### src/rtl/key_schedule.sv
// Round-key generator for a toy 8-bit nibble cipher: emits the cipher key followed by
// NUM_ROUNDS derived round keys over a valid/ready handshake.
module key_schedule #(
  parameter int unsigned NUM_ROUNDS = 4
) (
  input  logic            clk,
  input  logic            rst_n,
  input  logic            start,
  input  logic [3:0][1:0] key_in,
  input  logic            rk_ready,
  output logic            rk_valid,
  output logic [3:0][1:0] rk_out,
  output logic [3:0]      rk_index,
  output logic            busy,
  output logic            done
);

  typedef enum logic {StIdle, StEmit} state_e;

  localparam logic [3:0] LastIndex = 4'(NUM_ROUNDS);

  state_e     state_q;
  logic       last_round;
  logic [3:0] nxt_index;
  logic [7:0] nxt_key;

  function automatic logic [1:0] sbox(input logic [1:0] c);
    logic [1:0] s;
    case (c)
      2'd0:    s = 2'd2;
      2'd1:    s = 2'd0;
      2'd2:    s = 2'd3;
      default: s = 2'd1;
    endcase
    return s;
  endfunction

  // Round constant cycles 01,10,11 starting at round 1; zero outside 1..8.
  function automatic logic [1:0] rcon(input logic [3:0] r);
    logic [1:0] c;
    case (r)
      4'd1, 4'd4, 4'd7: c = 2'b01;
      4'd2, 4'd5, 4'd8: c = 2'b10;
      4'd3, 4'd6:       c = 2'b11;
      default:          c = 2'b00;
    endcase
    return c;
  endfunction

  function automatic logic [7:0] next_key(input logic [7:0] key, input logic [3:0] r);
    logic [3:0] w0, w1, rot, sub, w0n, w1n;
    w0  = key[7:4];
    w1  = key[3:0];
    rot = {w1[1:0], w1[3:2]};
    sub = {sbox(rot[3:2]), sbox(rot[1:0])};
    w0n = w0 ^ sub ^ {rcon(r), 2'b00};
    w1n = w0n ^ w1;
    return {w0n, w1n};
  endfunction

  always_comb begin
    last_round = (rk_index == LastIndex);
    nxt_index  = rk_index + 4'd1;
    nxt_key    = next_key(rk_out, nxt_index);
  end

  always_ff @(posedge clk) begin
    if (!rst_n) begin
      state_q  <= StIdle;
      rk_valid <= 1'b0;
      rk_out   <= '0;
      rk_index <= '0;
      busy     <= 1'b0;
      done     <= 1'b0;
    end else begin
      done <= 1'b0;
      case (state_q)
        StIdle: begin
          if (start) begin
            state_q  <= StEmit;
            rk_out   <= key_in;
            rk_index <= '0;
            rk_valid <= 1'b1;
            busy     <= 1'b1;
          end
        end
        StEmit: begin
          // rk_valid is always high here, so rk_ready alone marks a transfer.
          if (rk_ready) begin
            if (last_round) begin
              state_q  <= StIdle;
              rk_valid <= 1'b0;
              busy     <= 1'b0;
              done     <= 1'b1;
            end else begin
              rk_out   <= nxt_key;
              rk_index <= nxt_index;
            end
          end
        end
        default: state_q <= StIdle;
      endcase
    end
  end

endmodule

### config.mk
export PLATFORM = sky130hd
export DESIGN_NAME = key_schedule
export DESIGN_NICKNAME = d
export VERILOG_FILES = /design/src/rtl/key_schedule.sv
export SDC_FILE = /design/constraint.sdc
export NUM_CORES = 1
export LEC_CHECK = 0
export ABC_CLOCK_PERIOD_IN_PS = 2550
export BUFFER_PORTS_ARGS = -buffer_cell sky130_fd_sc_hd__buf_4
export CAP_MARGIN = 20
export CORE_MARGIN = 4
export CORE_UTILIZATION = 45
export DETAILED_ROUTE_END_ITERATION = 7
export PLACE_DENSITY_LB_ADDON = 0.1
export SLEW_MARGIN = 5
export SYNTH_ARGS = -nofsm -noshare
export SYNTH_HDL_FRONTEND = slang
export SYNTH_SLANG_ARGS = --single-unit
### constraint.sdc
create_clock -name clk -period 2.55 [get_ports clk]
set_input_delay 0.51 -clock clk [delete_from_list [all_inputs] [get_ports clk]]
set_output_delay 0.51 -clock clk [all_outputs]
set_load 0.02 [all_outputs]
=== Word-level counts from Yosys, hierarchy flattened ===
Memories as Yosys holds them, arrays and structs flattened.
Index checks and enable logic that the tools add are counted.

* Bits in registers: 15
* Bits in read-only memories: 32
* Bits of input ports: 12
* Output and inout bits: 15
* Logic and storage cells: 47
* Memories kept: 1

{| class="wikitable"
|+ Memory list
! name !! words !! bits a word !! read ports !! clocked after Yosys merged registers in !! write ports !! line !! source
|-
| (name not given) || 16 || 2 || 1 || 0 || 0 || 41 || <nowiki>case (r)</nowiki>
|}

* Add/sub/neg operators: 1
* Equality and inequality tests: 9
* Multiplexer cells: 19
* Bitwise gates (word level): 4
* Reductions and logical operators: 5

{| class="wikitable"
|+ Operators by type and width
! cell !! count
|-
| $mux 8 || 3
|-
| $pmux 8 s2 || 1
|-
| $mux 4 || 3
|-
| $pmux 2 s3 || 2
|-
| $xor 4x4->4 || 3
|-
| $reduce_and 3->1 || 3
|-
| $pmux 4 s2 || 1
|-
| $mux 1 || 7
|-
| $ne 2x2->1 const B || 3
|-
| $add 4x1->4 const B || 1
|-
| $eq 2x1->1 const B || 2
|-
| $eq 2x2->1 const B || 2
|-
| $eq 4x3->1 const B || 1
|-
| $logic_not 2->1 || 2
|-
| $pmux 1 s2 || 2
|-
| $ne 2x1->1 const B || 1
|-
| $not 1->1 || 1
|}

=== Logic depth before layout (Yosys ltp) ===
Gate-level depths: netlist of the first run.

* Depth after elaboration: 8
* Gate-level depth with buffers: 10
* Depth with buffers taken out: 8

=== Worst setup path before layout of the first run ===
OpenSTA, ideal clock, no wires.

* Path type: register to register
* From: register rk_index[0]
* To: register rk_out[6] (netlist name)
* Library setup time: 0.120 ns
* Data arrival time: 1.984 ns
* Data required time: 2.430 ns
* Setup slack: 0.446 ns
* Stages on the path, launching flop included: 9
* Buffers on the path: 0
* Clock period less this slack: 2.104 ns
* Path through: dfxtp_1 > ha_1 > ha_1 > nor2b_1 > nand2_1 > o22a_2 > xnor2_1 > and3_1 > o31a_1

* Cells in the longest elaborated chain, start to end: 6
* Elaborated cells on any way between the ends: 9
* Those cells by class: add/sub (1); eq/ne (2); mux (3); bitwise (1); reduce/logical (1); memory (1)

{| class="wikitable"
|+ Ends and longest elaborated chain
! element !! line !! source
|-
| start, declared || 13 || <nowiki>output logic [3:0] rk_index,</nowiki>
|-
| start signal, assigned || 97 || <nowiki>rk_index <= nxt_index;</nowiki>
|-
| $add 4x1->4 || 63 || <nowiki>nxt_index = rk_index + 4'd1;</nowiki>
|-
| $mem_v2 16x2 || -- ||
|-
| $xor 4x4->4 || 56 || <nowiki>w0n = w0 ^ sub ^ {rcon(r), 2'b00};</nowiki>
|-
| $mux 8 || 90 || <nowiki>if (last_round) begin</nowiki>
|-
| $mux 8 || 89 || <nowiki>if (rk_ready) begin</nowiki>
|-
| $pmux 8 s2 || 77 || <nowiki>case (state_q)</nowiki>
|-
| end signal, assigned || 81 || <nowiki>rk_out <= key_in;</nowiki>
|-
| end signal, assigned || 96 || <nowiki>rk_out <= nxt_key;</nowiki>
|-
| end, declared || 12 || <nowiki>output logic [3:0][1:0] rk_out,</nowiki>
|}

Several ways; a longest one is shown, not always the timed one. The select of a mux whose other input is x is not followed.
A chain may end at the register's enable or synchronous reset.

=== Final worst setup path of the first run ===
* From: register rk_index[0]
* To: register rk_out[2] (netlist name)

* Cells in the longest elaborated chain, start to end: 7
* Elaborated cells on any way between the ends: 10
* Those cells by class: add/sub (1); eq/ne (2); mux (3); bitwise (2); reduce/logical (1); memory (1)

{| class="wikitable"
|+ Ends and longest elaborated chain
! element !! line !! source
|-
| $add 4x1->4 || 63 ||
|-
| $mem_v2 16x2 || -- ||
|-
| $xor 4x4->4 || 56 ||
|-
| $xor 4x4->4 || 57 || <nowiki>w1n = w0n ^ w1;</nowiki>
|-
| $mux 8 || 90 ||
|-
| $mux 8 || 89 ||
|-
| $pmux 8 s2 || 77 ||
|}

Several ways; a longest one is shown, not always the timed one. The select of a mux whose other input is x is not followed.

==> impl_metrics.toml, run 1 <==
[worst_setup_path]
arrival_ns = 2.40
critical_path.max_stage_delay_ns = 0.39
critPathLaunchType = "flip-flop"
end_kind = "flip-flop"
timing.critical_path.buf_inv = 0
crit_slowest_cell = "dfxtp_1"
critical_path_class = "flip-flop to flip-flop"
cp.required_ns = 2.78
cp_top_family = "adder cells"
timing.reg2reg.setup_slack_ns = 0.38
path_common_cell = "ha_1"
rr_worst_depth = 8
path_max_fanout = 8
r2r_start = "rk_index[0]$_SDFFE_PN0P_"
crit_chain = "ha_1 > ha_1 > nor2b_1 > nand2_1 > o22a_2 > xnor2_1 > mux2_2 > a21boi_2"
r2r-end = "rk_out[2]$_SDFFE_PN0P_"

[clock_tree]
postCtsResizedCells = 0
cts_buffer_depth = 2
ctsHoldBuffers = 0
clk_root_buffer_cell = "clkbuf_4"
postCtsSetupBuffers = 0
clk_latency_ns = 0.29
clk_pin_slew_ns = 0.09
cts_made_buffers = 3
htree_levels = 1
cts_tree = "yes"
tritoncts_num_sinks = 15

[power_and_ir_drop]
p_sw_frac = 0.322
p_leak_nw = 0.509
seqPwrFrac = 0.473
p_per_area_nw_per_um2 = 486
finalPower_mw = 0.573
irDropWorstVdd_v = 0.000378
pwr-share-comb = 0.281
clkPwrFrac = 0.246
p_sw_mw = 0.185
intPower_mw = 0.389

[timing]
skew_ns = 0.00503
fin_tns_setup_ns = 0
worst_pin_slew_ns = 0.563
setup_violations = 0
relSlewSlack = 0.625
fmax_mhz = 461
hold_viol_final = 0
min_period_ns = 2.17
rsz0062_at_grt = "false"
final.period_utilization = 0.851
setup_ws_ns = 0.380
slew_violations = 0

[global_route]
grt_max_degree = 20
antenna_found_initial = 0
overflow = 0
grt_pass1_vias = 815
grt_pass1_wl_mm = 3.57
track_usage = 0.163

[yosys]
synth.distinct_cells = 38
seq_area_frac_synth = 0.306
synth_top_area_share = 0.306
yosysWarnings = 0
postSynth.asyncResetShare = 0
netlist_area_um2 = 981
synthCells = 117
synthesis.nets = 132
yosys.area.top_type = "dfxtp_1"
synth.avg_cell_area_um2 = 8.38
synth.area.top_cells = "dfxtp_1 (31%), nand2_1 (5.7%), xnor2_1 (4.5%)"
synthFlopType = "dfxtp_1"
synth_seq_cells = 15
synth_edf_count = 0

[finish]
area_delta_synth_final_pct = 20.2
n_antenna_cell = 0
final_nets = 156
drive_above_1_share = 0.250

[run_status]
outcome = "finished clean"

[worst_hold_path]
min_from = "start"
hold_class = "primary input to flip-flop"
hold_depth = 3
worstHoldEndpoint = "state_q$_SDFF_PN0_"

[floorplan]
die_area_um2 = 2990
io_pins = 27
core_area_um2 = 2020
initial_core_util = 0.485
fp.dieH_um = 54.7
rows = 16
die_w_um = 54.7

[placement]
place_ws_ns = 0.413
post-dp-hpwl_mm = 1.55
port_buffers = 26
routabilityCongestion = 0.792

[job]
max_cap_violations = 0

[routing]
ant_nets = 0
wl_per_cell_um = 12.7
drtIter0Drc = 6
vias = 877
totalWireLength_mm = 2.12
drc = 0
dr.pass1.iters = 4
via_per_inst = 5.25
## layout by cell type, fill, tap and decap left out, drive strengths merged
cell,count
buf,27
nand2,15
dfxtp,15
a21oi,8
inv,5
nor2b,5
nor2,5
and2,5
xnor2,5
a21boi,5
mux2i,4
xor2,4
nand3,4
clkbuf,4
o21ai,3
o22ai,3
ha,3
o211ai,3
nand2b,2
nand3b,2
nor3b,2
and4,1
o22a,1
and3,1
nor4b,1
o31a,1
or2b,1
a31o,1
mux2,1
nand4,1
and4b,1
a31oi,1
## registers in the layout, indices dropped and copies added (netlist names)
name / count
rk_out: 8
rk_index: 4
busy: 1
done: 1
state_q: 1
## power by group through the flow
| stage | registers, mW | clock network, mW | logic, mW |
|---|---|---|---|
| after detailed placement | 0.277 | 0 | 0.162 |
| after CTS | 0.272 | 0.148 | 0.163 |
| after global placement | 0.276 | 0 | 0.160 |
| after floorplan | 0.290 | 0 | 0.103 |
| after global routing | 0.274 | 0.163 | 0.178 |
| final | 0.271 | 0.141 | 0.161 |
## routing by layer
metal / GRT usage / vias up / share of wire
met5: 0 / - / 0
met4: 0.0249 / 0 / 0.0033
met3: 0.0599 / 2 / 0.054
met2: 0.283 / 20 / 0.49
met1: 0.193 / 409 / 0.45
li1: - / 446 / -
## synth_stat cells (3+ instances only)
library cell  instances
a21boi_0              4
a21oi_1               8
and2_1                5
buf_6                 3
dfxtp_1              15
ha_1                  3
inv_1                 5
mux2i_1               4
nand2_1              15
nand3_1               3
nor2_1                5
nor2b_1               5
o21ai_0               3
o22ai_1               3
xnor2_1               5
xor2_1                4
## worst min-delay path: cells and delay by family
family	cells	cell delay, ns
buffers and inverters	1	0.10
AO/OA/AOI/OAI	1	0.07
AND/OR/NAND/NOR	1	0.07
## logic make-up after synthesis
group / after synthesis / share of synthesized area
compound gates: 26 / 0.180
xor+xnor: 9 / 0.0804
fa+ha+maj: 3 / 0.0383
buf+inv: 13 / 0.0854
flops: 15 / 0.306
mux: 5 / 0.0523
simple gates: 46 / 0.258
## how the worst max path moves through the flow
| stage | startpoint | end | slack, ns | depth (start not counted) |
|---|---|---|---|---|
| after detailed placement | rk_index[0]$_SDFFE_PN0P_ | rk_out[6]$_SDFFE_PN0P_ | 0.41 | 8 |
| after global placement | rk_index[0]$_SDFFE_PN0P_ | rk_out[6]$_SDFFE_PN0P_ | 0.50 | 8 |
| after global routing | rk_index[0]$_SDFFE_PN0P_ | rk_out[2]$_SDFFE_PN0P_ | 0.25 | 8 |
| after floorplan | rk_index[0]$_SDFFE_PN0P_ | rk_out[6]$_SDFFE_PN0P_ | 0.45 | 8 |
| final | rk_index[0]$_SDFFE_PN0P_ | rk_out[2]$_SDFFE_PN0P_ | 0.38 | 8 |
| after CTS | rk_index[0]$_SDFFE_PN0P_ | rk_out[2]$_SDFFE_PN0P_ | 0.38 | 8 |
## final cells by class
| class | count | area [um^2] |
|---|---|---|
| flip-flops and latches | 15 | 300 |
| multi-input cells | 89 | 597 |
| inverters | 5 | 18.8 |
| fillers | 198 | 843 |
| well taps | 27 | 33.8 |
| clock buffers | 4 | 26.3 |
| repair buffers | 27 | 203 |
## per-stage QoR
step	cell area (um^2)	hold slack, ns	utilization	cells
after floorplan	981	0.565	-	117
after global placement	1150	0.484	0.570	163
after detailed placement	1150	0.491	0.570	163
after CTS	1180	0.489	0.583	167
after global routing	1180	0.516	0.583	167
final	1180	0.494	0.583	167
Note: power is estimated with default switching activity, not from simulation.
==> run 2, diff against run 1 <==
--- a/config.mk
+++ b/config.mk
@@ -11,7 +11,7 @@
 export CORE_MARGIN = 4
 export CORE_UTILIZATION = 45
 export DETAILED_ROUTE_END_ITERATION = 7
-export PLACE_DENSITY_LB_ADDON = 0.1
+export PLACE_DENSITY_LB_ADDON = 0.2
 export SLEW_MARGIN = 5
 export SYNTH_ARGS = -nofsm -noshare
 export SYNTH_HDL_FRONTEND = slang
==> impl_metrics.toml, run 2 (synthesis gave the netlist of run 1 again) <==
[placement]
place_inst = 163
routabilityCongestion = 0.737
post-dp-hpwl_mm = 1.56
port_buffers = 26

[global_route]
grt_pass1_wl_mm = 3.47
track_usage = 0.161
grt_pass1_vias = 796
overflow = 0
grt_max_degree = 20
antenna_found_initial = 0

[worst_setup_path]
path_common_cell = "ha_1"
crit_chain = "ha_1 > ha_1 > nor2b_1 > nand2_1 > o22a_2 > xnor2_1 > and3_1 > o31a_1"
critical_path.max_stage_delay_ns = 0.39
crit_slowest_cell = "dfxtp_1"
cp_top_family = "adder cells"
path_max_fanout = 8
timing.critical_path.buf_inv = 0
critical_path_class = "flip-flop to flip-flop"
arrival_ns = 2.32
end_kind = "flip-flop"
cp.required_ns = 2.73
critPathLaunchType = "flip-flop"

[clock_tree]
cts_buffer_depth = 2
clk_pin_slew_ns = 0.09
clk_latency_ns = 0.28
htree_levels = 1
ctsHoldBuffers = 0
postCtsSetupBuffers = 0
clk_root_buffer_cell = "clkbuf_4"
postCtsResizedCells = 0
cts_tree = "yes"
tritoncts_num_sinks = 15
cts_made_buffers = 3

[floorplan]
rows = 16
fp.dieH_um = 54.7
io_pins = 27
initial_core_util = 0.485
die_area_um2 = 2990
die_w_um = 54.7
core_area_um2 = 2020

[power_and_ir_drop]
p_leak_nw = 0.509
p_sw_mw = 0.185
p_per_area_nw_per_um2 = 487
seqPwrFrac = 0.476
p_sw_frac = 0.323
irDropWorstVdd_v = 0.000283
pwr-share-comb = 0.280
intPower_mw = 0.389
clkPwrFrac = 0.244
finalPower_mw = 0.574

[timing]
min_period_ns = 2.14
skew_ns = 0.00376
hold_viol_final = 0
relSlewSlack = 0.627
fmax_mhz = 467
setup_violations = 0
fin_tns_setup_ns = 0
rsz0062_at_grt = "false"
final.period_utilization = 0.840
timing.hold.ws_ns = 0.510
worst_pin_slew_ns = 0.559
slew_violations = 0

[routing]
drc = 0
totalWireLength_mm = 2.11
vias = 872
wl_per_cell_um = 12.7
ant_nets = 0
drtIter0Drc = 17
via_per_inst = 5.22
dr.pass1.iters = 4

[finish]
regMostFlops = "rk_out"
final_common_cell = "buf_4"
layout_common_cells = "buf_4 (27), nand2_1 (15), dfxtp_1 (15), a21oi_1 (8)"
final_nets = 156
fin_cells = 167
largest_register_ffs = 8
top_regs = "rk_out (8), rk_index (4)"
area_delta_synth_final_pct = 20.2
n_antenna_cell = 0
drive_above_1_share = 0.250

[run_status]
outcome = "finished clean"

[job]
max_cap_violations = 0

[worst_hold_path]
hold_class = "flip-flop to flip-flop"
## run 2: cell counts in the layout (fill, tap and decap cells not counted)
No cell type changed its count.
## run 2: layer usage
metal	GRT usage	wire [um]	vias to the layer above
met4	0.0871	18	0
met5	0	0	-
met1	0.200	963	407
li1	-	-	449
met2	0.262	1050	14
met3	0.0245	82	2
## run 2: path summary, 6_finish.rpt
kind / start / end / slack, ns / cells past startpoint
worst min-delay path: busy$_SDFFE_PN0P_ / busy$_SDFFE_PN0P_ / 0.51 / 2
worst min register to register: busy$_SDFFE_PN0P_ / busy$_SDFFE_PN0P_ / 0.51 / 2
worst max register to register: rk_index[0]$_SDFFE_PN0P_ / rk_out[6]$_SDFFE_PN0P_ / 0.41 / 8
worst max-delay path: rk_index[0]$_SDFFE_PN0P_ / rk_out[6]$_SDFFE_PN0P_ / 0.41 / 8
## run 2: metrics by stage
step	area, um^2	util	setup slack [ns]
5_1_grt	1180	0.583	0.230
3_5_place_dp	1150	0.570	0.431
2_1_floorplan	981	-	0.446
3_3_place_gp	1150	0.570	0.501
4_1_cts	1180	0.583	0.407
6_report	1180	0.583	0.408
## run 2: power groups by stage
stage	logic [mW]	clock network (mW)	registers (mW)
after global routing	0.177	0.157	0.277
final	0.161	0.140	0.273
after global placement	0.158	0	0.277
after floorplan	0.103	0	0.290
after CTS	0.162	0.148	0.273
after detailed placement	0.162	0	0.279
## run 2: worst min-delay path, delay by kind of cell, from the launching register on
family | cells | cell delay, ns
and+or+nand+nor | 1 | 0.07
DFF | 1 | 0.33
AOI/OAI and AO/OA | 1 | 0.07
## run 2: layout make-up
cell class / instances / area [um^2]
fill: 204 / 843
sequential: 15 / 300
inverter: 5 / 18.8
timing repair buffer: 27 / 203
clock buffer: 4 / 26.3
tap: 27 / 33.8
multi-input combinational: 89 / 597
